## config.mk

```make
export PLATFORM = sky130hd
export DESIGN_NAME = t_pulse_conditioner
export DESIGN_NICKNAME = d
export VERILOG_FILES = /design/src/rtl/t_pulse_conditioner.sv
export SDC_FILE = /design/constraint.sdc
export NUM_CORES = 1
export LEC_CHECK = 0
export ABC_AREA = 0
export CORE_ASPECT_RATIO = 1.4
export CORE_MARGIN = 2
export CORE_UTILIZATION = 35
export DETAILED_ROUTE_END_ITERATION = 12
export PLACE_DENSITY = 0.54
export SLEW_MARGIN = 0
export SYNTH_ARGS = -nofsm -noshare
export SYNTH_HDL_FRONTEND = slang
export SYNTH_SLANG_ARGS = --single-unit
```

## constraint.sdc

```tcl
create_clock -name clk -period 1.25 [get_ports clk]
set_input_delay 0.3125 -clock clk [delete_from_list [all_inputs] [get_ports clk]]
set_output_delay 0.3125 -clock clk [all_outputs]
set_load 0.02 [all_outputs]
```

## src/rtl/t_pulse_conditioner.sv

```systemverilog
// t_pulse_conditioner: turns a raw bouncing button input into clean single-cycle
// toggle pulses. The path is a synchronizer chain, then a debounce FSM, then an
// optional hold-to-repeat pulse generator. It also exports the debounced level
// and a wrapping count of the pulses issued.
module t_pulse_conditioner #(
    parameter int SYNC_STAGES     = 2,
    parameter int DEBOUNCE_CYCLES = 4,
    parameter int REPEAT_CYCLES   = 0
) (
    input  logic       clk,
    input  logic       rst,
    input  logic       btn_in,
    output logic       t_out,
    output logic       btn_level,
    output logic [7:0] pulse_cnt
);

    localparam int CNT_W      = $clog2(DEBOUNCE_CYCLES) + 1;
    localparam int REP_W      = $clog2(REPEAT_CYCLES) + 1;
    localparam bit REP_EN     = (REPEAT_CYCLES > 0);
    localparam int REP_LAST_I = REP_EN ? REPEAT_CYCLES - 1 : 0;

    localparam logic [CNT_W-1:0] CNT_LAST = CNT_W'(DEBOUNCE_CYCLES - 1);
    localparam logic [CNT_W-1:0] CNT_ONE  = CNT_W'(1);
    localparam logic [REP_W-1:0] REP_LAST = REP_W'(REP_LAST_I);
    localparam logic [REP_W-1:0] REP_ONE  = REP_W'(1);

    typedef enum logic [1:0] {
        IDLE        = 2'd0,
        PRESS_CHK   = 2'd1,
        HELD        = 2'd2,
        RELEASE_CHK = 2'd3
    } state_t;

    logic [SYNC_STAGES-1:0] sync_q;
    logic                   btn_sync;
    state_t                 state_q, state_d;
    logic [CNT_W-1:0]       cnt_q, cnt_d;
    logic [REP_W-1:0]       rep_cnt_q, rep_cnt_d;
    logic                   t_q, t_d;
    logic                   level_q, level_d;
    logic [7:0]             pulse_cnt_q, pulse_cnt_d;

    assign btn_sync = sync_q[SYNC_STAGES-1];

    // Synchronizer chain: the FSM only ever looks at the last stage.
    always_ff @(posedge clk or posedge rst) begin
        if (rst) sync_q <= '0;
        else     sync_q <= {sync_q[SYNC_STAGES-2:0], btn_in};
    end

    // Debounce FSM and repeat generator next-state logic.
    always_comb begin
        state_d   = state_q;
        cnt_d     = cnt_q;
        rep_cnt_d = rep_cnt_q;
        level_d   = level_q;
        t_d       = 1'b0;
        unique case (state_q)
            IDLE: begin
                if (btn_sync) begin
                    state_d = PRESS_CHK;
                    cnt_d   = CNT_ONE;
                end
            end
            PRESS_CHK: begin
                if (!btn_sync) begin
                    state_d = IDLE;
                    cnt_d   = '0;
                end else if (cnt_q == CNT_LAST) begin
                    state_d   = HELD;
                    level_d   = 1'b1;
                    t_d       = 1'b1;
                    rep_cnt_d = '0;
                end else begin
                    cnt_d = cnt_q + CNT_ONE;
                end
            end
            HELD: begin
                if (!btn_sync) begin
                    state_d = RELEASE_CHK;
                    cnt_d   = CNT_ONE;
                end else if (REP_EN) begin
                    if (rep_cnt_q == REP_LAST) begin
                        t_d       = 1'b1;
                        rep_cnt_d = '0;
                    end else begin
                        rep_cnt_d = rep_cnt_q + REP_ONE;
                    end
                end
            end
            RELEASE_CHK: begin
                // A glitch back to 1 resumes HELD with the repeat phase frozen.
                if (btn_sync) begin
                    state_d = HELD;
                end else if (cnt_q == CNT_LAST) begin
                    state_d = IDLE;
                    level_d = 1'b0;
                    cnt_d   = '0;
                end else begin
                    cnt_d = cnt_q + CNT_ONE;
                end
            end
            default: state_d = IDLE;
        endcase
    end

    // Pulse counter advances at the end of each cycle in which t_out is high.
    always_comb begin
        pulse_cnt_d = pulse_cnt_q + {7'd0, t_q};
    end

    // State and output registers.
    always_ff @(posedge clk or posedge rst) begin
        if (rst) begin
            state_q     <= IDLE;
            cnt_q       <= '0;
            rep_cnt_q   <= '0;
            t_q         <= 1'b0;
            level_q     <= 1'b0;
            pulse_cnt_q <= 8'd0;
        end else begin
            state_q     <= state_d;
            cnt_q       <= cnt_d;
            rep_cnt_q   <= rep_cnt_d;
            t_q         <= t_d;
            level_q     <= level_d;
            pulse_cnt_q <= pulse_cnt_d;
        end
    end

    assign t_out     = t_q;
    assign btn_level = level_q;
    assign pulse_cnt = pulse_cnt_q;

endmodule

```

======== Word level (Yosys, flattened, before mapping) ========
Cells that the tools add are included.
storage, ports and cells
  register bits ........................... 17
  output and inout port bits .............. 10
operators by class
  $add $sub $neg .......................... 2
  equality and inequality tests ........... 13
  multiplexer cells ....................... 22
  reductions and logical operators ........ 5
operator list
  cell                                            number
  2-to-1 mux 3 bit                                6
  2-to-1 mux 2 bit                                6
  inequality test 2 bit (second input constant)   6
  one-hot mux 3 bit (4 select lines)              1
  inequality test 3 bit (second input constant)   3
  adder 8 x 1 -> 8 bit                            1
  one-hot mux 2 bit (4 select lines)              1
  AND reduction 4 bit                             2
  2-to-1 mux 1 bit                                7
  AND reduction 5 bit                             1
  == test 2 bit (second input constant)           2
  adder 3 x 1 -> 3 bit (second input constant)    1
  == test 3 x 2 -> 1 bit (second input constant)  1
  == test 2 x 1 -> 1 bit (second input constant)  1
  logical NOT 2 bit                               1
  one-hot mux 1 bit (2 select lines)              1
  nonzero test 2 bit                              1

======== Logic depth before layout (Yosys ltp) ========
  word-level depth ........................ 4
  mapped depth ............................ 6

======== Worst setup path after synthesis ========
OpenSTA, ideal clock, no wires.
  path type ............................... register -> register
  start point ............................. reg t_q, in the netlist t_out
  end point ............................... reg pulse_cnt_q[6], in the netlist pulse_cnt[6]
  library setup time ...................... 0.131 ns
  arrival time ............................ 1.183 ns
  required time ........................... 1.119 ns
  path slack .............................. -0.065 ns
  cell stages (with the launch flop) ...... 6
  buffers on the path ..................... 0
  clock period less this slack ............ 1.315 ns
  cell sequence ........................... dfrtp_1 ha_1 ha_1 nand3_1 nor2_1 xor2_1
between the ends
  longest elaborated chain between the ends .. 1
RTL lines
  what                    RTL line  RTL
  start, declared         40        logic t_q, t_d;
  start signal, assigned  126       t_q <= t_d;
  adder 8 x 1 -> 8 bit    110       pulse_cnt_d = pulse_cnt_q + {7'd0, t_q};
  net pulse_cnt_d[6]      42        logic [7:0] pulse_cnt_q, pulse_cnt_d;
  end signal, assigned    128       pulse_cnt_q <= pulse_cnt_d;
  end, declared           42
The timed path passes the listed nets, and every way through them passes these cells.
A chain may end at the register's enable or synchronous reset.

======== Worst setup path in the final report ========
  start point ............................. reg cnt_q[0]
  end point ............................... reg cnt_q[2]
between the ends
  longest elaborated chain between the ends .. 4
  elaborated cells on any way between the ends .. 9
RTL lines
  what                                                                   RTL line  RTL
  start, declared                                                        38        logic [CNT_W-1:0] cnt_q, cnt_d;
  start signal, assigned                                                 124       cnt_q <= cnt_d;
  adder 3 x 1 -> 3 bit / == test 3 x 2 -> 1 bit (equally long branches)  --
  2-to-1 mux 3 bit (on tied branches)                                    96, 70
  2-to-1 mux 3 bit (on tied branches)                                    94, 67
  one-hot mux 3 bit (4 select lines)                                     59        unique case (state_q)
Parallel ways exist; a longest one is shown, timed or not. The select of a mux whose other input is x is not followed.

==> impl_metrics.py <==
metrics = {
    "timing": {
        "rsz0062_at_grt": "true",
        "fmax_ghz": 0.7877,
        "period_share_pct": 101.6,
        "fin_worst_skew_ps": 1.459,
        "max_slew_margin_pct": 77.42,
        "fin_ws_ps": -19.44,
        "period_minus_slack_ps": 1269,
        "tightest_slew_ps": 338.6,
        "finalMaxSlewViolations": 0,
        "finalSetupViolCount": 1,
        "hold_violations": 0,
    },
    "pwr": {
        "power_density_nw_per_um2": 1563,
        "swShare_pct": 34.61,
        "netSwitchingPower_uw": 611.9,
        "pwr-share-comb_pct": 38.1,
        "leakagePower_nw": 0.5489,
        "power_frac_seq_pct": 45.7,
        "power.share.clock_pct": 16.2,
        "vdd_drop_max_uv": 990.6,
        "p_int_mw": 1.156,
    },
    "routing": {
        "dr.pass1.iters": 3,
        "drc": 0,
        "post_drt_wl_per_cell_um": 12.62,
        "vias": 633,
        "postRouteAntennaNets": 0,
        "drt-total-wl_mm": 1.577,
        "dr.first_iter.drc_count": 16,
        "vias_per_cell": 5.064,
    },
    "synth": {
        "syn-instance-count": 72,
        "async_reset_ff_share_pct": 100.0,
        "synth-seq-cells": 17,
        "netlist_area_um2": 820.8,
        "synth_edf_count": 0,
        "synthTopCellsByArea": "dfrtp_1 (52%), ha_1 (7.6%), xor2_1 (4.3%)",
        "seq_area_frac_synth_pct": 51.83,
        "synthFlopType": "dfrtp_1",
        "synth_most_common_cell": "dfrtp_1",
        "ys_types": 30,
        "yosysTopAreaCell": "dfrtp_1",
        "synth_warnings": 0,
        "syn_nets": 80,
        "synth_commonest_cells": "dfrtp_1 (17), nand2_1 (7), ha_1 (5), nor2_1 (5), xor2_1 (4)",
        "avgSynthCellArea_um2": 11.40,
        "synthDominantCellAreaShare_pct": 51.83,
    },
    "worst_setup_path": {
        "crit_required_ps": 1450,
        "arrival_ps": 1470,
        "cp_num_cells": 6,
        "critPathBufInv": 2,
        "rr_worst_depth": 6,
        "path_cells": "ha_2 -> inv_2 -> ha_4 -> inv_2 -> a31oi_2 -> a221oi_2",
        "crit_path_end_kind": "flop",
        "crit_fanout": 2,
        "critPathSlowestCell": "dfrtp_1",
        "critPathMaxStageDelay_ps": 410,
        "crit_path_frequent_cell": "inv_2",
        "crit_type": "flop to flop",
        "worstSetupStartpointType": "flop",
        "crit_family": "flip-flops",
    },
    "floorplan": {
        "die_area_um2": 2754,
        "start_util_pct": 37.27,
        "pin_count": 13,
        "rows": 20,
        "core_area_um2": 2202,
        "die_w_um": 44.93,
        "die_h_um": 61.30,
    },
    "cells_and_area": {
        "syn_to_final_growth_pct": 37.80,
        "diodes": 0,
        "design_area_um2": 1131,
        "drive_above_1_share_pct": 47.57,
        "utilization_pct": 51.36,
        "nets": 112,
    },
    "clock_network": {
        "cts-root-buf": "clkbuf_4",
        "cts_tree": "yes",
        "clkLatencyLatePin_ps": 280,
        "cts_buffers": 3,
        "clkTransAtPathRegs_ps": 100,
        "cts_sinks": 17,
        "h-tree-depth": 1,
        "clk_path_buf_depth": 2,
    },
    "outcome": {
        "status": "complete, but fails checks",
        "violations": "negative setup slack",
    },
    "place": {
        "placedInstanceArea_um2": 1082,
        "finalWeightedCongestion": 0.7428,
        "place_hpwl_mm": 1.097,
        "io_buffers": 12,
    },
    "grt": {
        "overflow": 0,
        "antenna_found_initial": 0,
        "grt_pass1_vias": 704,
        "grt_pass1_wl_mm": 3.029,
        "grt_usage_pct": 15.23,
        "grt_max_degree": 18,
    },
    "job": {
        "max_cap_violations": 0,
    },
    "min_path": {
        "hold_class": "input port to asynchronous set/reset pin",
    },
}
metal layers:
layer  vias to the layer above  GRT usage, %  part of all wire (%)
met5                         -             0                     0
met4                         0         8.824                   1.1
met3                         2         2.053                   4.6
met2                         9         27.55                    54
met1                       309         16.61                    41
li1                        313             -                     -
stage by stage:
stage	setup TNS, ps	hold slack (ps)	total power [mW]	setup WS (ps)	instances
2_1_floorplan	-47.72	238.4	1.134	-35.51	72
3_3_place_gp	-44.21	336.8	1.350	-44.21	119
3_5_place_dp	-77.56	337.8	1.358	-76.92	119
4_1_cts	-92.01	326.2	1.744	-48.09	126
5_1_grt	-154.3	370.9	1.934	-100.3	125
6_report	-19.44	328.7	1.768	-19.44	125
tightest hold or removal path, stage by stage:
cell,delay (ps)
clkdlybuf4s50_1,400
inv_1,90
buf_12,160
cells by family after synthesis:
logic type	after synthesis	synth area share (%)
AND/OR/NAND/NOR	26	19.06
flip-flops	17	51.83
AO/OA/AOI/OAI	12	10.82
XOR/XNOR	6	6.402
buffers and inverters	6	4.268
adder cells (fa/ha/maj)	5	7.622
state kept, by name (all words and copies together) (netlist names), named ones only:
register   count
t_out          1
pulse_cnt      8
btn_level      1
sync_q         2
state_q        1
cnt_q          3
cell usage in the layout, fill, tap and decap left out, types with 3 or more instances in the layout:
cell      netlist  final
buf_2           1     10
buf_4           1     16
clkbuf_4        0      3
dfrtp_1        17     14
dfrtp_2         0      3
ha_4            0      3
nand2_1         7      7
nor2_1          5      5
o21ai_1         1      3
xor2_1          4      4
area by class of cell:
| cell class | count | area [um2] |
|---|---|---|
| clock buffer | 3 | 22.52 |
| clock inverter | 1 | 5.005 |
| fill | 221 | 1071 |
| inverter | 3 | 11.26 |
| multi-input combinational | 49 | 414.1 |
| sequential | 17 | 429.2 |
| tap | 22 | 27.53 |
| timing repair buffer | 30 | 221.5 |
power by group through the flow:
| stage | Sequential (mW) | Clock [mW] | Combinational [mW] |
|---|---|---|---|
| floorplan | 0.778 | 0 | 0.356 |
| global placement | 0.793 | 0 | 0.557 |
| detailed placement | 0.798 | 0 | 0.560 |
| CTS | 0.789 | 0.303 | 0.652 |
| global route | 0.835 | 0.333 | 0.766 |
| finish | 0.808 | 0.286 | 0.674 |
path summary, 6_finish.rpt:
| check | to | slack, ps | start |
|---|---|---|---|
| hold reg to reg | sync_q[1] | 360 | sync_q[0] |
| min in group clk | sync_q[1] | 360 | sync_q[0] |
| hold / removal | pulse_cnt[1] | 330 | rst |
| setup reg to reg | cnt_q[2] | -20 | cnt_q[0] |
| max in group asynchronous | sync_q[1] | 790 | rst |
| setup / recovery | cnt_q[2] | -20 | cnt_q[0] |
timing repair:
action	CTS	global route
pin swaps	3	5
resized for setup	46	8
hold buffers	0	0
hold endpoints to repair	0	0
setup buffers	3	0
setup endpoints to repair	11	9
Note: power is estimated with default switching activity, not from simulation.
==> RTL edit 1, RTL diff (same settings) <==
Change the parameter `DEBOUNCE_CYCLES` from 4 to 2.
--- a/src/rtl/t_pulse_conditioner.sv
+++ b/src/rtl/t_pulse_conditioner.sv
@@ -5,5 +5,5 @@
 module t_pulse_conditioner #(
     parameter int SYNC_STAGES     = 2,
-    parameter int DEBOUNCE_CYCLES = 4,
+    parameter int DEBOUNCE_CYCLES = 2,
     parameter int REPEAT_CYCLES   = 0
 ) (
Function: changed (Yosys sat finds a counterexample within 10 cycles, from zero or initial values and one cycle with rst high).
==> RTL edit 1 against the unedited design <==
- largest cell class unchanged
- critical path depth shrank 1
- cell area shrank 12%
- area after synthesis shrank 7.0%
- clock skew grew 0.0012 ns
- sequential cell count shrank 1
- power grew 21%
- setup slack gained 0.068 ns
- highest routed layer unchanged
- utilization shrank 4.7 points
- cell count shrank 8.0%
- wire length shrank 13%
==> RTL edit 1: results (changes against the unedited design) <==
| Metric | Value |
|---|---|
| Synth top area cells | dfrtp_1, ha_1, xnor2_1 |
| GPL Wtd Cong | 0.749 (+0.81%) |
| Post-synth top cells | dfrtp_1, nand3_1, xnor2_1 |
| First-pass DRT Iterations | 4 (+1) |
| Detailed placement HPWL | 969 um (-12%) |
| Final WL | 1370 um (-13%) |
| Adder-Cell Fraction of Synth Area | 8.20% (+0.57 points) |
| Tot GR Track Use | 12.7% (-2.5 points) |
| R2r endpoint | cnt_q[1] |
| Status | finished, final reports clean |
| M1 WL | 634 um (-0.94%) |
| Filler instances | 200 (-9.5%) |
| DR vias/cell | 5.06 (about the same) |
| Final Net Count | 102 (-8.9%) |
| Drt first-iter violations | 9 (-7) |
| Layout cells sized above 1 | 40.9% (-6.7 points) |
| Net Count, Synth | 74 (-7.5%) |
| Setup WS pre-CTS | -0.00789 ns (+0.0690 ns) |
| XOR/XNOR share of the synthesized area | 8.03% (+1.6 points) |
| Area after DPL | 975 um^2 (-9.9%) |
| Slew headroom | 75.0% (-2.5 points) |
| Synth Instances | 66 (-8.3%) |
| Switching power total | 0.802 mW (+31%) |
| Hold slack final | 0.322 ns (-0.00710 ns) |
| Mux cell area share after synthesis | 1.48% (+1.5 points) |
| Lkg Pwr | 0.490 nW (-11%) |
| Vias | 582 (-8.1%) |
| Compound-Gate Fraction of Synth Area | 10.7% (-0.17 points) |
| Detail Route met2 WL | 654 um (-23%) |
| Yosys cell types | 22 (-27%) |
| Largest net degree at the start of global routing | 17 (-1) |
| Peak VDD IR | 1.03 mV (+3.8%) |
## RTL edit 1: cell type report
cell class	count	area (um^2)	share of cell area (%)
sequential	16	402	40.4
multi-input combinational	43	338	34.0
timing repair buffer	26	175	17.6
clock buffer	4	36.3	3.65
tap	22	27.5	2.77
inverter	4	15.0	1.51
## RTL edit 1: worst max-delay path: stages, from the launching register on
cell and delay [ns]:
dfrtp_2 0.42, inv_1 0.07, ha_1 0.30, nor3_2 0.13
a21oi_2 0.05, o211ai_2 0.15
## RTL edit 1: per-layer routing
metal / GRT usage, % / up-vias
met5: 0 / -
met4: 7.79 / 0
met3: 1.83 / 2
met2: 21.7 / 12
met1: 14.6 / 283
li1: - / 285
## RTL edit 1: what timing repair did
action | CTS | global route
buffers inserted | 1 | 0
resized for setup | 38 | 10
pin swaps | 1 | 1
endpoints found under the setup margin | 12 | 7
## RTL edit 1: kinds of logic after synthesis
kind of cell	count (synthesis)
compound gates	12
xor+xnor	7
fa+ha+maj	5
buf+inv	7
flops	16
mux	1
simple gates	18
## RTL edit 1: how the worst max path moves through the flow
stage	from	end	slack (ns)
2_1_floorplan	pulse_cnt[0]	pulse_cnt[4]	0.04
3_3_place_gp	cnt_q[0]	cnt_q[1]	-0.004
3_5_place_dp	pulse_cnt[3]	pulse_cnt[3]	-0.008
4_1_cts	t_out	t_out	0.002
5_1_grt	cnt_q[0]	cnt_q[1]	-0.02
6_report	cnt_q[0]	cnt_q[1]	0.05
## RTL edit 1: power by group through the flow
stage	registers, mW	logic [mW]	clock network (mW)
6_report	0.806	0.987	0.340
5_1_grt	0.828	1.10	0.372
4_1_cts	0.795	0.924	0.360
3_5_place_dp	0.814	0.955	0
3_3_place_gp	0.808	0.943	0
2_1_floorplan	0.883	0.512	0
==> RTL edit 2, RTL diff (same flow settings) <==
Made on the original files. Encoding of `state_t`: now one-hot (4 bits for 4 states).
--- a/src/rtl/t_pulse_conditioner.sv
+++ b/src/rtl/t_pulse_conditioner.sv
@@ -26,9 +26,9 @@
     localparam logic [REP_W-1:0] REP_ONE  = REP_W'(1);
 
-    typedef enum logic [1:0] {
-        IDLE        = 2'd0,
-        PRESS_CHK   = 2'd1,
-        HELD        = 2'd2,
-        RELEASE_CHK = 2'd3
+    typedef enum logic [3:0] {
+        IDLE        = 4'b0001,
+        PRESS_CHK   = 4'b0010,
+        HELD        = 4'b0100,
+        RELEASE_CHK = 4'b1000
     } state_t;
 
Formal check against the unedited RTL: no difference found for any inputs over 10 cycles, from zero or initial values and one cycle with rst high; not proved beyond that.
==> RTL edit 2 against the unedited design <==
- the flow still finishes with violations (negative setup slack)
- power shrank 20%
- cell area grew 30%
- area after synthesis grew 18%
- sequential cell count grew 2
- wire length grew 40%
- maximum frequency shrank 24%
- utilization grew 4.8 points
- first-iteration DRC count shrank 50%
- clock power grew 13%
- setup slack lost 0.39 ns
==> RTL edit 2: results (changes against the unedited design) <==
| Metric | Value |
|---|---|
| Synth Instances | 85 (+18%) |
| Final setup margin | -0.412 ns (-0.392 ns) |
| Number of global-route vias before repair | 859 (+22%) |
| Seq/Total Area, Yosys | 49.4% (-2.5 points) |
| Crit path arrival time | 1.85 ns (+0.38 ns) |
| R2r endpoint | cnt_q[0] |
| R2R Path Start | cnt_q[1] |
| Status | finished, violations left |
| Vias | 811 (+28%) |
| Violated checks | negative setup slack |
| Wire per inst | 13.1 um (+3.5%) |
| Endpoints failing setup | 9 (+8) |
| Lkg Pwr | 0.703 nW (+28%) |
| Setup TNS | -1.98 ns (-1.96 ns) |
| Non-Filler Instances | 169 (+35%) |
| CP delay by family, top | compound AO/OA/AOI/OAI gates |
| Net Count, Synth | 93 (+16%) |
| Hold slack final | 0.234 ns (-0.0947 ns) |
| Measured slew at the worst slew-check pin | 0.288 ns (-0.0504 ns) |
| Drt first-iter violations | 8 (-8) |
| CP Max Fanout | 3 (+1) |
| First-pass GRT wire length | 3850 um (+27%) |
| Setup WS pre-CTS | -0.458 ns (-0.381 ns) |
| Area after DPL | 1390 um^2 (+29%) |
| Clock latency on the worst-skew pair | 0.30 ns (+0.02 ns) |
| GPL Wtd Cong | 0.834 (+12%) |
| Post-synth top cells | dfrtp_1, nand2b_1, ha_1 |
| Peak VDD IR | 0.713 mV (-28%) |
| Synth top area cells | dfrtp_1, ha_1, nand2b_1 |
RTL edit 2: cell count changes after synthesis, sizes merged, moves of 3 or more:
cell,delta
nand2b,+5
nor4,+3
a31oi,-3
a21oi,+3
nand2,-4
RTL edit 2: layer usage:
| layer | GRT usage (%) | vias up | part of all wire [%] |
|---|---|---|---|
| met5 | 0 | - | 0 |
| met2 | 28.1 | 12 | 51 |
| li1 | - | 400 | - |
| met1 | 18.0 | 391 | 44 |
| met3 | 2.71 | 8 | 2.1 |
| met4 | 10.0 | 0 | 3.6 |
RTL edit 2: final cells by class:
| cell class | count | area (um^2) |
|---|---|---|
| Sequential cell | 19 | 479 |
| Clock inverter | 1 | 5.00 |
| Clock buffer | 3 | 22.5 |
| Fill cell | 237 | 1150 |
| Multi-Input combinational cell | 58 | 542 |
| Tap cell | 36 | 45.0 |
| Timing Repair Buffer | 47 | 357 |
| Inverter | 5 | 18.8 |
RTL edit 2: report_power, final:
| part | internal, mW | switching, mW | total, mW | leakage, nW |
|---|---|---|---|---|
| Clock | 0.119 | 0.203 | 0.322 | 0.0177 |
| Combinational | 0.213 | 0.184 | 0.397 | 0.443 |
| Sequential | 0.657 | 0.0459 | 0.703 | 0.243 |
RTL edit 2: kinds of logic (layout without fill, tap and decap cells):
group | Yosys count | in the layout | share of synthesized area, %
simple gates | 27 | 27 | 18.4
mux | 3 | 3 | 3.37
buf+inv | 8 | 56 | 4.27
flops | 19 | 19 | 49.4
compound gates | 16 | 16 | 11.8
xor+xnor | 7 | 7 | 6.35
fa+ha+maj | 5 | 5 | 6.48
RTL edit 2: what timing repair did:
| item | 4_1_cts | 5_1_grt |
|---|---|---|
| setup endpoints to repair | 19 | 12 |
| pin swaps | 5 | 3 |
| buffers inserted | 4 | 1 |
| resized for setup | 53 | 6 |
